**src/rtl/cpu_defines.sv**
```systemverilog
`default_nettype none
// ============================================================================
//  Module      : cpu_defines (package)
//  Description : Shared constants for param_cpu_core: opcodes, ALU operand
//                source selects and the run-control FSM state encoding.
//  Revision    : 1.0  initial release
// ============================================================================
package cpu_defines;

    // Opcodes, carried in the top 4 bits of the instruction word
    localparam logic [3:0] OP_ADD_A  = 4'b0000;
    localparam logic [3:0] OP_MOV_AB = 4'b0001;
    localparam logic [3:0] OP_IN_A   = 4'b0010;
    localparam logic [3:0] OP_MOV_AI = 4'b0011;
    localparam logic [3:0] OP_MOV_BA = 4'b0100;
    localparam logic [3:0] OP_ADD_B  = 4'b0101;
    localparam logic [3:0] OP_IN_B   = 4'b0110;
    localparam logic [3:0] OP_MOV_BI = 4'b0111;
    localparam logic [3:0] OP_HALT   = 4'b1000;
    localparam logic [3:0] OP_OUT_B  = 4'b1001;
    localparam logic [3:0] OP_OUT_I  = 4'b1011;
    localparam logic [3:0] OP_JNC    = 4'b1110;
    localparam logic [3:0] OP_JMP    = 4'b1111;

    // First ALU operand source
    localparam logic [1:0] SEL_A    = 2'd0;
    localparam logic [1:0] SEL_B    = 2'd1;
    localparam logic [1:0] SEL_ZERO = 2'd2;
    localparam logic [1:0] SEL_IN   = 2'd3;

    // Run-control FSM states
    localparam logic [1:0] ST_IDLE   = 2'd0;
    localparam logic [1:0] ST_RUN    = 2'd1;
    localparam logic [1:0] ST_HALTED = 2'd2;

endpackage
`default_nettype wire

```
**src/rtl/cpu_alu.sv**
```systemverilog
`default_nettype none
// ============================================================================
//  Module      : cpu_alu
//  Description : DATA_W-bit combinational adder with carry out.
//  Ports       : op0_i, op1_i  - operands
//                sum_o         - op0_i + op1_i (mod 2**DATA_W)
//                carry_o       - carry out of bit DATA_W-1
//  Revision    : 1.0  initial release
// ============================================================================
module cpu_alu #(
    parameter int DATA_W = 4
) (
    input  logic [DATA_W-1:0] op0_i,
    input  logic [DATA_W-1:0] op1_i,
    output logic [DATA_W-1:0] sum_o,
    output logic              carry_o
);

    logic [DATA_W:0] w_full;

    assign w_full  = {1'b0, op0_i} + {1'b0, op1_i};
    assign sum_o   = w_full[DATA_W-1:0];
    assign carry_o = w_full[DATA_W];

endmodule
`default_nettype wire

```
**src/rtl/param_cpu_core.sv**
```systemverilog
`default_nettype none
// ============================================================================
//  Module      : param_cpu_core
//  Description : Parametrised fetch/decode/execute core, one instruction per
//                executing clk_cpu cycle from a combinational ROM.
//  Ports       : clk_cpu, reset_n       - clock, async active-low reset
//                start, step            - run control (start has priority)
//                inst_adrs / inst_in    - instruction ROM address / word
//                in_port / out_port     - data input / registered output
//                halted, running        - FSM status
//                carry, reg_a, reg_b    - debug views of the datapath
//  Revision    : 1.0  initial release
// ============================================================================
module param_cpu_core
    import cpu_defines::*;
#(
    parameter int DATA_W = 4,
    parameter int ADDR_W = 4
) (
    input  logic                clk_cpu,
    input  logic                reset_n,
    input  logic                start,
    input  logic                step,
    output logic [ADDR_W-1:0]   inst_adrs,
    input  logic [DATA_W+3:0]   inst_in,
    input  logic [DATA_W-1:0]   in_port,
    output logic [DATA_W-1:0]   out_port,
    output logic                halted,
    output logic                running,
    output logic                carry,
    output logic [DATA_W-1:0]   reg_a,
    output logic [DATA_W-1:0]   reg_b
);

    localparam int INST_W = 4 + DATA_W;

    logic [1:0]        state_q, state_d;
    logic [ADDR_W-1:0] pc_q, pc_d;
    logic [DATA_W-1:0] a_q, a_d, b_q, b_d, out_q, out_d;
    logic              carry_q, carry_d;

    logic [3:0]        w_op;
    logic [DATA_W-1:0] w_im;
    logic [1:0]        w_sel;
    logic              w_use_im, w_wr_a, w_wr_b, w_wr_out, w_halt, w_jump;
    logic [DATA_W-1:0] w_op0, w_op1, w_sum;
    logic              w_alu_c, w_exec;

    assign w_op = inst_in[INST_W-1:DATA_W];
    assign w_im = inst_in[DATA_W-1:0];

    // Decode. Every result goes through the adder: moves, IN and OUT add
    // zero, so carry is cleared by every instruction that is not an ADD.
    always_comb begin
        w_sel    = SEL_ZERO;
        w_use_im = 1'b0;
        w_wr_a   = 1'b0;
        w_wr_b   = 1'b0;
        w_wr_out = 1'b0;
        w_halt   = 1'b0;
        w_jump   = 1'b0;
        case (w_op)
            OP_ADD_A:  begin w_sel = SEL_A;  w_use_im = 1'b1; w_wr_a = 1'b1; end
            OP_MOV_AB: begin w_sel = SEL_B;  w_wr_a = 1'b1; end
            OP_IN_A:   begin w_sel = SEL_IN; w_wr_a = 1'b1; end
            OP_MOV_AI: begin w_use_im = 1'b1; w_wr_a = 1'b1; end
            OP_MOV_BA: begin w_sel = SEL_A;  w_wr_b = 1'b1; end
            OP_ADD_B:  begin w_sel = SEL_B;  w_use_im = 1'b1; w_wr_b = 1'b1; end
            OP_IN_B:   begin w_sel = SEL_IN; w_wr_b = 1'b1; end
            OP_MOV_BI: begin w_use_im = 1'b1; w_wr_b = 1'b1; end
            OP_HALT:   w_halt = 1'b1;
            OP_OUT_B:  begin w_sel = SEL_B;  w_wr_out = 1'b1; end
            OP_OUT_I:  begin w_use_im = 1'b1; w_wr_out = 1'b1; end
            OP_JNC:    w_jump = ~carry_q;
            OP_JMP:    w_jump = 1'b1;
            default:   ;
        endcase
    end

    always_comb begin
        case (w_sel)
            SEL_A:   w_op0 = a_q;
            SEL_B:   w_op0 = b_q;
            SEL_IN:  w_op0 = in_port;
            default: w_op0 = '0;
        endcase
    end

    assign w_op1 = w_use_im ? w_im : '0;

    cpu_alu #(.DATA_W(DATA_W)) u_alu (
        .op0_i   (w_op0),
        .op1_i   (w_op1),
        .sum_o   (w_sum),
        .carry_o (w_alu_c)
    );

    assign w_exec = (state_q == ST_RUN) |
                    (((state_q == ST_IDLE) | (state_q == ST_HALTED)) & (start | step));

    // FSM: state register
    always_ff @(posedge clk_cpu or negedge reset_n) begin
        if (!reset_n) state_q <= ST_IDLE;
        else          state_q <= state_d;
    end

    // FSM: next state. A single step returns to the state it came from.
    always_comb begin
        state_d = state_q;
        case (state_q)
            ST_IDLE, ST_HALTED: begin
                if (start) state_d = w_halt ? ST_HALTED : ST_RUN;
            end
            ST_RUN:  if (w_halt) state_d = ST_HALTED;
            default: state_d = ST_IDLE;
        endcase
    end

    // FSM: outputs
    always_comb begin
        halted  = 1'b0;
        running = 1'b0;
        case (state_q)
            ST_RUN:    running = 1'b1;
            ST_HALTED: halted  = 1'b1;
            default:   ;
        endcase
    end

    // Datapath next state
    always_comb begin
        pc_d    = pc_q;
        a_d     = a_q;
        b_d     = b_q;
        out_d   = out_q;
        carry_d = carry_q;
        if (w_exec) begin
            pc_d    = w_jump ? w_im[ADDR_W-1:0] : pc_q + 1'b1;
            carry_d = w_alu_c;
            if (w_wr_a)   a_d   = w_sum;
            if (w_wr_b)   b_d   = w_sum;
            if (w_wr_out) out_d = w_sum;
        end
    end

    always_ff @(posedge clk_cpu or negedge reset_n) begin
        if (!reset_n) begin
            pc_q    <= '0;
            a_q     <= '0;
            b_q     <= '0;
            out_q   <= '0;
            carry_q <= 1'b0;
        end else begin
            pc_q    <= pc_d;
            a_q     <= a_d;
            b_q     <= b_d;
            out_q   <= out_d;
            carry_q <= carry_d;
        end
    end

    assign inst_adrs = pc_q;
    assign out_port  = out_q;
    assign carry     = carry_q;
    assign reg_a     = a_q;
    assign reg_b     = b_q;

endmodule
`default_nettype wire

```
**config.mk**
```make
export PLATFORM = sky130hd
export DESIGN_NAME = param_cpu_core
export DESIGN_NICKNAME = d
export VERILOG_FILES = /design/src/rtl/cpu_defines.sv /design/src/rtl/cpu_alu.sv /design/src/rtl/param_cpu_core.sv
export SDC_FILE = /design/constraint.sdc
export NUM_CORES = 1
export LEC_CHECK = 0
export ABC_AREA = 1
export BUFFER_PORTS_ARGS = -buffer_cell sky130_fd_sc_hd__buf_2
export CAP_MARGIN = 10
export CORE_ASPECT_RATIO = 0.75
export CORE_MARGIN = 8
export CORE_UTILIZATION = 46
export DETAILED_ROUTE_END_ITERATION = 12
export PLACE_DENSITY = 0.77
export SYNTH_ARGS = -nofsm -noshare
export SYNTH_HDL_FRONTEND = slang
export SYNTH_SLANG_ARGS = --single-unit
```
**constraint.sdc**
```tcl
create_clock -name clk_cpu -period 1.4 [get_ports clk_cpu]
set_input_delay 0.14 -clock clk_cpu [delete_from_list [all_inputs] [get_ports clk_cpu]]
set_output_delay 0.14 -clock clk_cpu [all_outputs]
set_load 0.005 [all_outputs]
```
==> impl_metrics.yaml <==
clock_network:
  clkLatencyLatePin_ns: 0.30
  cts_tree: "done"
  htree_levels: 1
  cts_buffers: 3
  cts_buffer_depth: 2
  clock-root-buffer: "clkbuf_4"
  clkSinkCount: 19
  clk_pin_slew_worst_paths_ns: 0.11
global_route:
  antenna_found_initial: 0
  grt_first_pass_wirelength_um: 5270
  grt-ovfl-total: 0
  grt_pass1_vias: 1239
  grt_max_degree: 20
  grt_usage_pct: 13.6
routing:
  vias: 1290
  ant_nets: 0
  drcViolationCount: 0
  dr.pass1.iters: 4
  routed_wl_um: 3160
  viasPerCell: 4.83
  wire_per_inst_um: 11.8
  first_iter_violations: 60
critical_path:
  timing.critical_path.buf_inv: 2
  worstSetupStartpointType: "register"
  crit_path_start: "reg_b[0]"
  timing.critical_path.to_type: "register"
  cp_max_fo: 2
  crit_chain: "nand2_1 -> nand3_1 -> ha_2 -> inv_2 -> fa_2 -> inv_2 -> nand2_1 -> o21ai_1"
  slowest_stage: "fa_2"
  timing.rr.start: "reg_b[0]"
  crit_type: "reg2reg"
  required_ns: 1.59
  arrival_ns: 1.73
  crit_path_max_incr_delay_ns: 0.55
  crit_family: "adder cells"
final_layout:
  final_cell_mix: "nand2_1, buf_2, inv_1"
  final_nets: 254
  diodes: 0
  drive_gt1_share_pct: 35.5
  multi_input_area_um2: 714
  ff_latch_area_um2: 475
  final_common_cell: "nand2_1"
  nFillCells: 225
  syn2layout_area_growth_pct: 36.1
die:
  core_mm2: 0.00258
  rows: 16
  ioPinCount: 35
  die_h_um: 60.9
  design.die.area_mm2: 0.00463
  initial_utilization_pct: 48.0
  dieWidth_um: 75.9
synthesis:
  syn_inst: 175
  ys_ff_latch: 19
  synth_fp_nets: 197
  syn_area_mm2: 0.00124
  synth.avg_cell_area_um2: 7.08
  ys_seq_area_share_pct: 38.4
  ys_warn_count: 0
  synth.distinct_cells: 22
min_path:
  hp-start: "inst_in[2]"
  hold_path_class: "in2reg"
outcome:
  status: "finished with violations"
  violations: "setup timing"
sta:
  hold_slack_ns: 0.175
  drv_slew: 0
  rsz0062_at_grt: "true"
  finalHoldViolCount: 0
  setup_violations: 9
  worstMarginPinSlew_ns: 0.437
  max_clock_freq_mhz: 647
  fin_crit_ns: 1.55
  fin_crit_sh_pct: 110
  finClkSkew_ns: 0.00924
  slew_headroom_pct: 70.8
  finalWorstSetupSlack_ns: -0.146
placement:
  hpwl_um: 2650
  dpl_worst_slack_ns: -0.358
  portBuffers: 34
  gp_congestion: 0.835
pwr:
  ir_drop_v: 0.000760
  powerDensity_mw_per_mm2: 1300
  power.leakage_nw: 0.986
  power_w: 0.00219
flow_run:
  drv_cap: 0
sequential cells by signal (all words and copies together) (netlist names):
| register | cells |
|---|---|
| reg_a | 4 |
| carry | 1 |
| reg_b | 4 |
| out_port | 4 |
| inst_adrs | 4 |
| state_q | 2 |
path summary, 6_finish.rpt:
check                               end  slack (ns)  depth (start not counted)
max                            reg_b[1]       -0.15                          8
min                        inst_adrs[2]        0.18                          5
max reg2reg                    reg_b[1]       -0.15                          8
min reg2reg                 out_port[3]        0.51                          2
max in group asynchronous   out_port[3]        0.80                          2
min in group asynchronous      reg_b[2]        0.29                          2
power breakdown:
group          switching, W  internal, W
Combinational      0.000529     0.000480
Clock              0.000173     0.000111
Sequential         0.000160     0.000735
Total              0.000862      0.00133
per-stage QoR:
stage | utilization [%] | cell area [µm²] | setup TNS [ns] | instances
detailed placement | 63.0 | 1630 | -3.33 | 261
finish | 65.3 | 1690 | -0.990 | 267
floorplan | - | 1290 | -0.368 | 175
CTS | 65.1 | 1680 | -0.985 | 267
global route | 65.3 | 1690 | -1.96 | 267
global placement | 63.0 | 1630 | -3.13 | 261
cell usage after synthesis (all sizes together):
cell type | count | area [µm²]
nand4 | 3 | 18.8
nand3b | 1 | 7.51
nand3 | 16 | 80.1
o21ai | 11 | 55.1
inv | 29 | 109
dfrtp | 19 | 475
xnor2 | 2 | 17.5
o211ai | 1 | 7.51
o21a | 1 | 7.51
buf | 1 | 11.3
nor2 | 15 | 81.3
fa | 1 | 20.0
ha | 5 | 62.6
nand2 | 66 | 258
a31o | 1 | 8.76
a21oi | 3 | 18.8
tightest hold or removal path: stages:
cell,delay (ns)
buf_2,0.08
inv_1,0.04
nand3_1,0.07
nand3_1,0.07
nand2_1,0.05
final cells by class:
type | count | area share, %
Clock buffer | 4 | 1.56
Inverter | 29 | 6.46
Multi-Input combinational cell | 126 | 42.4
Sequential cell | 19 | 28.2
Tap cell | 36 | 2.67
Timing Repair Buffer | 53 | 18.7
metal layers:
metal  vias up  track usage (%)  wire [µm]
li1        662                -          -
met1       589             17.6       1510
met2        37             22.5       1410
met3         2             4.44        220
met4         0             1.39         10
met5         -                0          0
kinds of logic (layout without fill, tap and decap cells):
family / after synthesis / count (layout) / share of synthesized area (%)
xor+xnor: 2 / 2 / 1.41
flops: 19 / 19 / 38.4
simple gates: 101 / 101 / 36.0
compound gates: 17 / 17 / 7.88
buf+inv: 30 / 86 / 9.70
fa+ha+maj: 6 / 6 / 6.67
repair_timing:
action	CTS	global route
setup endpoints to repair	10	10
buffers inserted	1	0
hold buffers	1	0
pin swaps	5	3
gates resized for setup	4	2
endpoints found under the hold margin	19	0
Power figures use the tool's default switching activity.
